--- config.mk ---
export PLATFORM = sky130hd
export DESIGN_NAME = counter_compare_events
export DESIGN_NICKNAME = d
export VERILOG_FILES = /design/src/rtl/counter_compare_events.sv
export SDC_FILE = /design/constraint.sdc
export NUM_CORES = 1
export LEC_CHECK = 0
export CAP_MARGIN = 20
export CORE_MARGIN = 10
export CORE_UTILIZATION = 40
export CTS_CLUSTER_DIAMETER = 30
export DETAILED_ROUTE_END_ITERATION = 7
export SLEW_MARGIN = 25
export SYNTH_ARGS = -nofsm -noshare
export SYNTH_HDL_FRONTEND = slang
export SYNTH_SLANG_ARGS = --single-unit
--- constraint.sdc ---
create_clock -name clk -period 3.45 [get_ports clk]
set_clock_uncertainty 0.1 [all_clocks]
set_input_delay 0.8625 -clock clk [delete_from_list [all_inputs] [get_ports clk]]
set_output_delay 0.8625 -clock clk [all_outputs]
set_load 0.005 [all_outputs]
--- src/rtl/counter_compare_events.sv ---
// Compare/event stage: matches count_i against a programmable compare value
// (one-shot or auto-advancing) and queues match timestamps in a small FIFO.
module counter_compare_events #(
    parameter int WIDTH = 32,
    parameter int DEPTH = 4
) (
    input  logic                       clk,
    input  logic                       rst,
    input  logic [WIDTH-1:0]           count_i,
    input  logic                       cfg_we_i,
    input  logic [WIDTH-1:0]           cfg_cmp_i,
    input  logic [WIDTH-1:0]           cfg_period_i,
    input  logic                       cfg_mode_i,
    input  logic                       disarm_i,
    input  logic                       clr_ovf_i,
    output logic                       evt_valid_o,
    input  logic                       evt_ready_i,
    output logic [WIDTH-1:0]           evt_data_o,
    output logic [$clog2(DEPTH):0]     evt_level_o,
    output logic                       armed_o,
    output logic                       overflow_o
);

    localparam int AW = $clog2(DEPTH);
    localparam int LW = AW + 1;

    logic [WIDTH-1:0] cmp_q;
    logic [WIDTH-1:0] period_q;
    logic             mode_q;
    logic             armed_q;
    logic             overflow_q;
    logic [AW-1:0]    wr_ptr_q;
    logic [AW-1:0]    rd_ptr_q;
    logic [LW-1:0]    level_q;
    logic [WIDTH-1:0] mem_q [DEPTH];

    logic hit;
    logic full;
    logic pop;
    logic push_en;
    logic drop;

    assign hit     = armed_q && (count_i == cmp_q);
    assign full    = (level_q == LW'(DEPTH));
    assign pop     = (level_q != '0) && evt_ready_i;
    // A full FIFO still accepts a push when the head leaves on the same edge.
    assign push_en = hit && (!full || pop);
    assign drop    = hit && full && !pop;

    // Compare configuration and arming; config write beats disarm beats match update.
    always_ff @(posedge clk) begin
        if (rst) begin
            cmp_q    <= '0;
            period_q <= '0;
            mode_q   <= 1'b0;
            armed_q  <= 1'b0;
        end else if (cfg_we_i) begin
            cmp_q    <= cfg_cmp_i;
            period_q <= cfg_period_i;
            mode_q   <= cfg_mode_i;
            armed_q  <= 1'b1;
        end else if (disarm_i) begin
            armed_q  <= 1'b0;
        end else if (hit) begin
            if (mode_q && (period_q != '0)) begin
                cmp_q <= cmp_q + period_q;
            end else begin
                armed_q <= 1'b0;
            end
        end
    end

    always_ff @(posedge clk) begin
        if (push_en) begin
            mem_q[wr_ptr_q] <= count_i;
        end
    end

    always_ff @(posedge clk) begin
        if (rst) begin
            wr_ptr_q <= '0;
            rd_ptr_q <= '0;
            level_q  <= '0;
        end else begin
            if (push_en) begin
                wr_ptr_q <= wr_ptr_q + AW'(1);
            end
            if (pop) begin
                rd_ptr_q <= rd_ptr_q + AW'(1);
            end
            if (push_en && !pop) begin
                level_q <= level_q + LW'(1);
            end else if (pop && !push_en) begin
                level_q <= level_q - LW'(1);
            end
        end
    end

    // A drop in the same cycle as a clear leaves the flag set.
    always_ff @(posedge clk) begin
        if (rst) begin
            overflow_q <= 1'b0;
        end else if (drop) begin
            overflow_q <= 1'b1;
        end else if (clr_ovf_i) begin
            overflow_q <= 1'b0;
        end
    end

    assign evt_valid_o = (level_q != '0);
    assign evt_data_o  = evt_valid_o ? mem_q[rd_ptr_q] : '0;
    assign evt_level_o = level_q;
    assign armed_o     = armed_q;
    assign overflow_o  = overflow_q;

endmodule

**After elaboration in Yosys (flattened, before gate mapping)**

Memory sizes are Yosys's and may differ from the RTL's. A register that Yosys moved wholly into a read port is not among the register bits.
Cells that the tools add are included.

- Flip-flop bits (word level): 74
- Bits in writable memories: 128
- Bits of input ports: 103
- Output and inout bits: 38
- Memories: 1

Memories:

| name | depth | width | rd ports | clocked after Yosys merged registers in | write ports | RTL line | RTL |
|---|---|---|---|---|---|---|---|
| mem_q | 4 | 32 | 1 | 1 | 1 | 35 | `logic [WIDTH-1:0] mem_q [DEPTH];` |

- Add/subtract/negate cells: 5
- Eq/ne operators: 4
- Muxes and demuxes: 17
- Reductions and logical operators: 21

Operators by type and width:

| cell | number |
|---|---|
| $mux 32 | 5 |
| $add 32x32->32 | 1 |
| $eq 32x32->1 | 1 |
| $reduce_bool 32->1 | 1 |
| $logic_and 1x1->1 | 8 |
| $mux 1 | 8 |
| $reduce_bool 2->1 | 4 |
| $mux 3 | 2 |
| $reduce_bool 3->1 | 2 |
| $add 2x1->2 const B | 2 |
| $mux 2 | 2 |
| $add 3x1->3 const B | 1 |
| $eq 3x3->1 const B | 1 |
| $logic_not 1->1 | 3 |
| $ne 3x3->1 const B | 1 |
| $reduce_and 3->1 | 1 |
| $sub 3x1->3 const B | 1 |
| $ne 2x2->1 const B | 1 |
| $reduce_and 2->1 | 1 |
| $logic_or 1x1->1 | 1 |

**Logic depth before layout (Yosys ltp)**

- Depth in word-level cells: 8
- Depth in mapped cells: 11
- Depth with buffers taken out: 11

**Worst setup path after synthesis**

No wires, ideal clock.

- Path kind: input port to flip-flop
- Start: in count_i[16]
- End: reg level_q[2], in the netlist evt_level_o[2]
- Setup time: 0.071 ns
- Arrival: 3.159 ns
- Setup slack: 0.120 ns
- Stages on the path: 10
- Path through: xor2_1 -> nor4_1 -> nand4_1 -> nor4_2 -> ha_1 -> inv_1 -> fa_1 -> xor2_1 -> or3_1 -> a21oi_1

- Word-level cells in the longest chain between the ends: 6
- Elaborated cells on any way between the ends: 8
- Classes of those cells: 1 x eq/ne; 1 x mux; 6 x reduce/logical

RTL lines:

| element | RTL line | RTL |
|---|---|---|
| from (decl) | 9 | `input logic [WIDTH-1:0] count_i,` |
| $eq 32x32->1 (*) | 43 | `assign hit = armed_q && (count_i == cmp_q);` |
| $logic_and 1x1->1 (*) | 43 |  |
| $logic_and 1x1->1 (*) | 47 | `assign push_en = hit && (!full \|\| pop);` |
| named net push_en | 40 | `logic push_en;` |
| $logic_not 1->1 | 93 | `end else if (pop && !push_en) begin` |
| $logic_and 1x1->1 | 93 |  |
| $reduce_bool 2->1 (no source line) | n/a |  |
| to (signal assigned) | 92 | `level_q <= level_q + LW'(1);` |
| to (signal assigned) | 94 | `level_q <= level_q - LW'(1);` |
| to (decl) | 34 | `logic [LW-1:0] level_q;` |

The timed path passes the listed nets; every way through them passes the cells marked *.
A chain may end at the register's enable or synchronous reset.

**Worst setup path in the final report**

- Start: in count_i[3]
- End: reg level_q[2], in the netlist evt_level_o[2]

The elaborated chain is that of the path after synthesis.

==> summary.md <==
| Metric | Value |
|---|---|
| CP Capture Type | flop |
| Top-area cell type share of the netlist area | 38.61% |
| Synthesized instance count | 824 |
| Final worst slack | 0.1352 ns |
| Sequential-to-total area share from yosys stat | 53.89% |
| DRC marker count from the first detailed-route iteration | 490 |
| Switching share of power | 22.54% |
| Gp weighted congestion | 0.8778 |
| Via-to-Cell Ratio | 5.177 |
| R2R setup slack | 0.15 ns |
| Worst-margin pin slew | 0.9011 ns |
| NetSw | 1563 µW |
| Period utilization | 96.08% |
| Final max-slew violation count | 0 |
| CP Launch Type | primary input |
| Seq pwr share | 39.0% |
| # setup viols final | 0 |
| DRC | 0 |
| Die Y | 177.8 µm |
| Vias in the first global route | 7188 |
| Number of synthesized register bits | 204 |
| CTS tree | done |
| Area Growth Syn to Fin | 35.60% |
| Largest net degree at the start of global routing | 64 |
| Async S/R FF share, synth | 0% |
| Buffers from clock root to sink, at most | 3 |
| Avg WL per Cell | 19.10 µm |
| Root Driver | clkbuf_16 |
| Final hold vios | 0 |
| Syn. warnings | 0 |
| Port bufs | 140 |
| Top cells by count, synth | 128 x edfxtp_1, 92 x nor2_1, 76 x dfxtp_1 |
| Clock sink total | 204 |
| HPWL Detailed | 19030 µm |
| Global Route Usage Sum | 16.27% |
| Int Power | 5371 µW |
| H-tree levels | 2 |
| Area leader, netlist | edfxtp_1 |
| Clk pin slew, worst setup/hold paths | 0.05 ns |
| Rel. slew slack | 39.92% |
| Initial antenna violation count | 0 |
| CP Class | primary input to flop |
| Die width | 177.8 µm |
| Achievable Freq | 301.7 MHz |
| RSZ-0062 raised after global routing | yes |
| Critical path fanouts, max | 4 |
| Leakage | 0.005230 µW |
| First-pass GRT wire length | 40180 µm |
| Status | finished, final reports clean |
| IO Count | 141 |
| TritonCTS Buffers | 41 |
| Gr ovfl total | 0 |
| Tot Pwr | 6934 µW |
| Synth top area cells | edfxtp_1 39%, dfxtp_1 15%, mux4_2 7.2% |
| Design area | 13500 µm² |
| CP arrival | 3.65 ns |
| Max-cap viol count | 0 |
| CORE AREA | 24390 µm² |
| # rows | 57 |
| N_diodes | 0 |
| Top-count cell post-synth | edfxtp_1 |
| Post-synth EDFFs | 128 |
| Final wirelength | 26260 µm |
| Cell area power density | 513.6 nW/µm² |
| Clock share of power | 52.9% |
| Synth Cell Area | 9956 µm² |
| CP Data Required Time | 3.78 ns |
| Worst VDD drop | 0.3074 mV |
| Yosys cell types | 57 |
| Avg Inst Size Synth | 12.08 µm² |
| Layout cells sized above 1 | 16.56% |
| Post-DRT Antenna Nets | 0 |
| Via count | 7118 |
| Die ar. | 31600 µm² |
| Comb pwr share | 8.1% |
| Initial core utilization | 40.82% |
| Clk Latency, worst-skew pair | 0.50 ns |
| Fin crit period | 3.315 ns |
| Pre-CTS WS | -0.4740 ns |
| First-pass DRT Iterations | 5 |
| Post-DP Area | 12110 µm² |
| Syn_nets | 965 |
| Synth Flop Type | edfxtp_1 |
| Cts hold-fix bufs | 0 |
| Final nets | 1162 |
| Worst hold-check path type | flop to flop |
-- path summary, 6_finish.rpt --
path,startpoint,end,cells past startpoint
max,count_i[3],evt_level_o[2],12
min,overflow_o,overflow_o,2
min reg2reg,overflow_o,overflow_o,2
max reg2reg,period_q[0],cmp_q[28],11
-- cell type report --
| type | instances | area [µm²] |
|---|---|---|
| multi-input cells | 565 | 4413 |
| fillers | 2125 | 10890 |
| clock inverters | 23 | 197.7 |
| well taps | 324 | 405.4 |
| repair buffers | 194 | 1938 |
| clock buffers | 50 | 1121 |
| flip-flops and latches | 204 | 5369 |
| inverters | 15 | 56.30 |
-- metrics by stage --
stage               TNS [ns]  cells  utilization, %  hold WS (ns)
floorplan                  0    824               -        0.3535
global placement      -37.60   1301           49.63        0.3772
detailed placement    -26.52   1301           49.63        0.3819
CTS                        0   1374           55.04        0.3956
global route        -0.02875   1375           55.35        0.4514
finish                     0   1375           55.35        0.3902
-- sequential cells by signal, indices dropped and copies added, names as in the netlist, named ones only --
name / cells
mem_q: 128
cmp_q: 32
period_q: 32
evt_level_o: 3
rd_ptr_q: 2
wr_ptr_q: 2
armed_o: 1
mode_q: 1
overflow_o: 1
-- power groups by stage --
| stage | logic, µW | registers [µW] | clock network (µW) |
|---|---|---|---|
| 2_1_floorplan | 308 | 2720 | 0 |
| 3_3_place_gp | 554 | 2750 | 0 |
| 3_5_place_dp | 559 | 2750 | 0 |
| 4_1_cts | 563 | 2710 | 3730 |
| 5_1_grt | 617 | 2710 | 3840 |
| 6_report | 561 | 2710 | 3670 |
-- routing by layer --
layer  wire, µm  global-route usage (%)  up-vias
li1           -                       -     3495
met1      12100                   21.95     3385
met2      12150                   26.25      197
met3       1578                   3.485       41
met4        427                   3.786        0
met5          0                       0        -
-- timing repair --
item                       4_1_cts  5_1_grt
setup buffers                    0        1
resized for setup                0       21
setup endpoints to repair        0       39
-- critical path: stages --
cell,delay [ns]
clkdlybuf4s50_1,0.47
xor2_1,0.21
nor4_2,0.25
nand4_1,0.18
buf_6,0.18
nor4_4,0.23
ha_2,0.23
inv_1,0.05
fa_1,0.37
xor2_1,0.16
or3_1,0.33
a21oi_2,0.13
-- kinds of logic (layout without fill, tap and decap cells) --
family / Yosys count / after routing / synth area share, %
buf+inv: 55 / 282 / 2.099
compound gates: 156 / 156 / 10.32
flops: 204 / 204 / 53.89
simple gates: 235 / 235 / 11.79
xor+xnor: 60 / 60 / 5.278
fa+ha+maj: 38 / 38 / 4.926
mux: 76 / 76 / 11.70
-- layout by cell type, fill, tap and decap left out, types with 32 or more instances in the layout --
cell type,count
xor2_1,48
nor2_1,92
mux2i_1,41
mux4_2,32
edfxtp_1,128
buf_4,43
ha_1,35
and2_1,39
a21oi_1,44
clkdlybuf4s50_1,126
clkbuf_16,42
dfxtp_1,75
(Power assumes the default switching activity.)
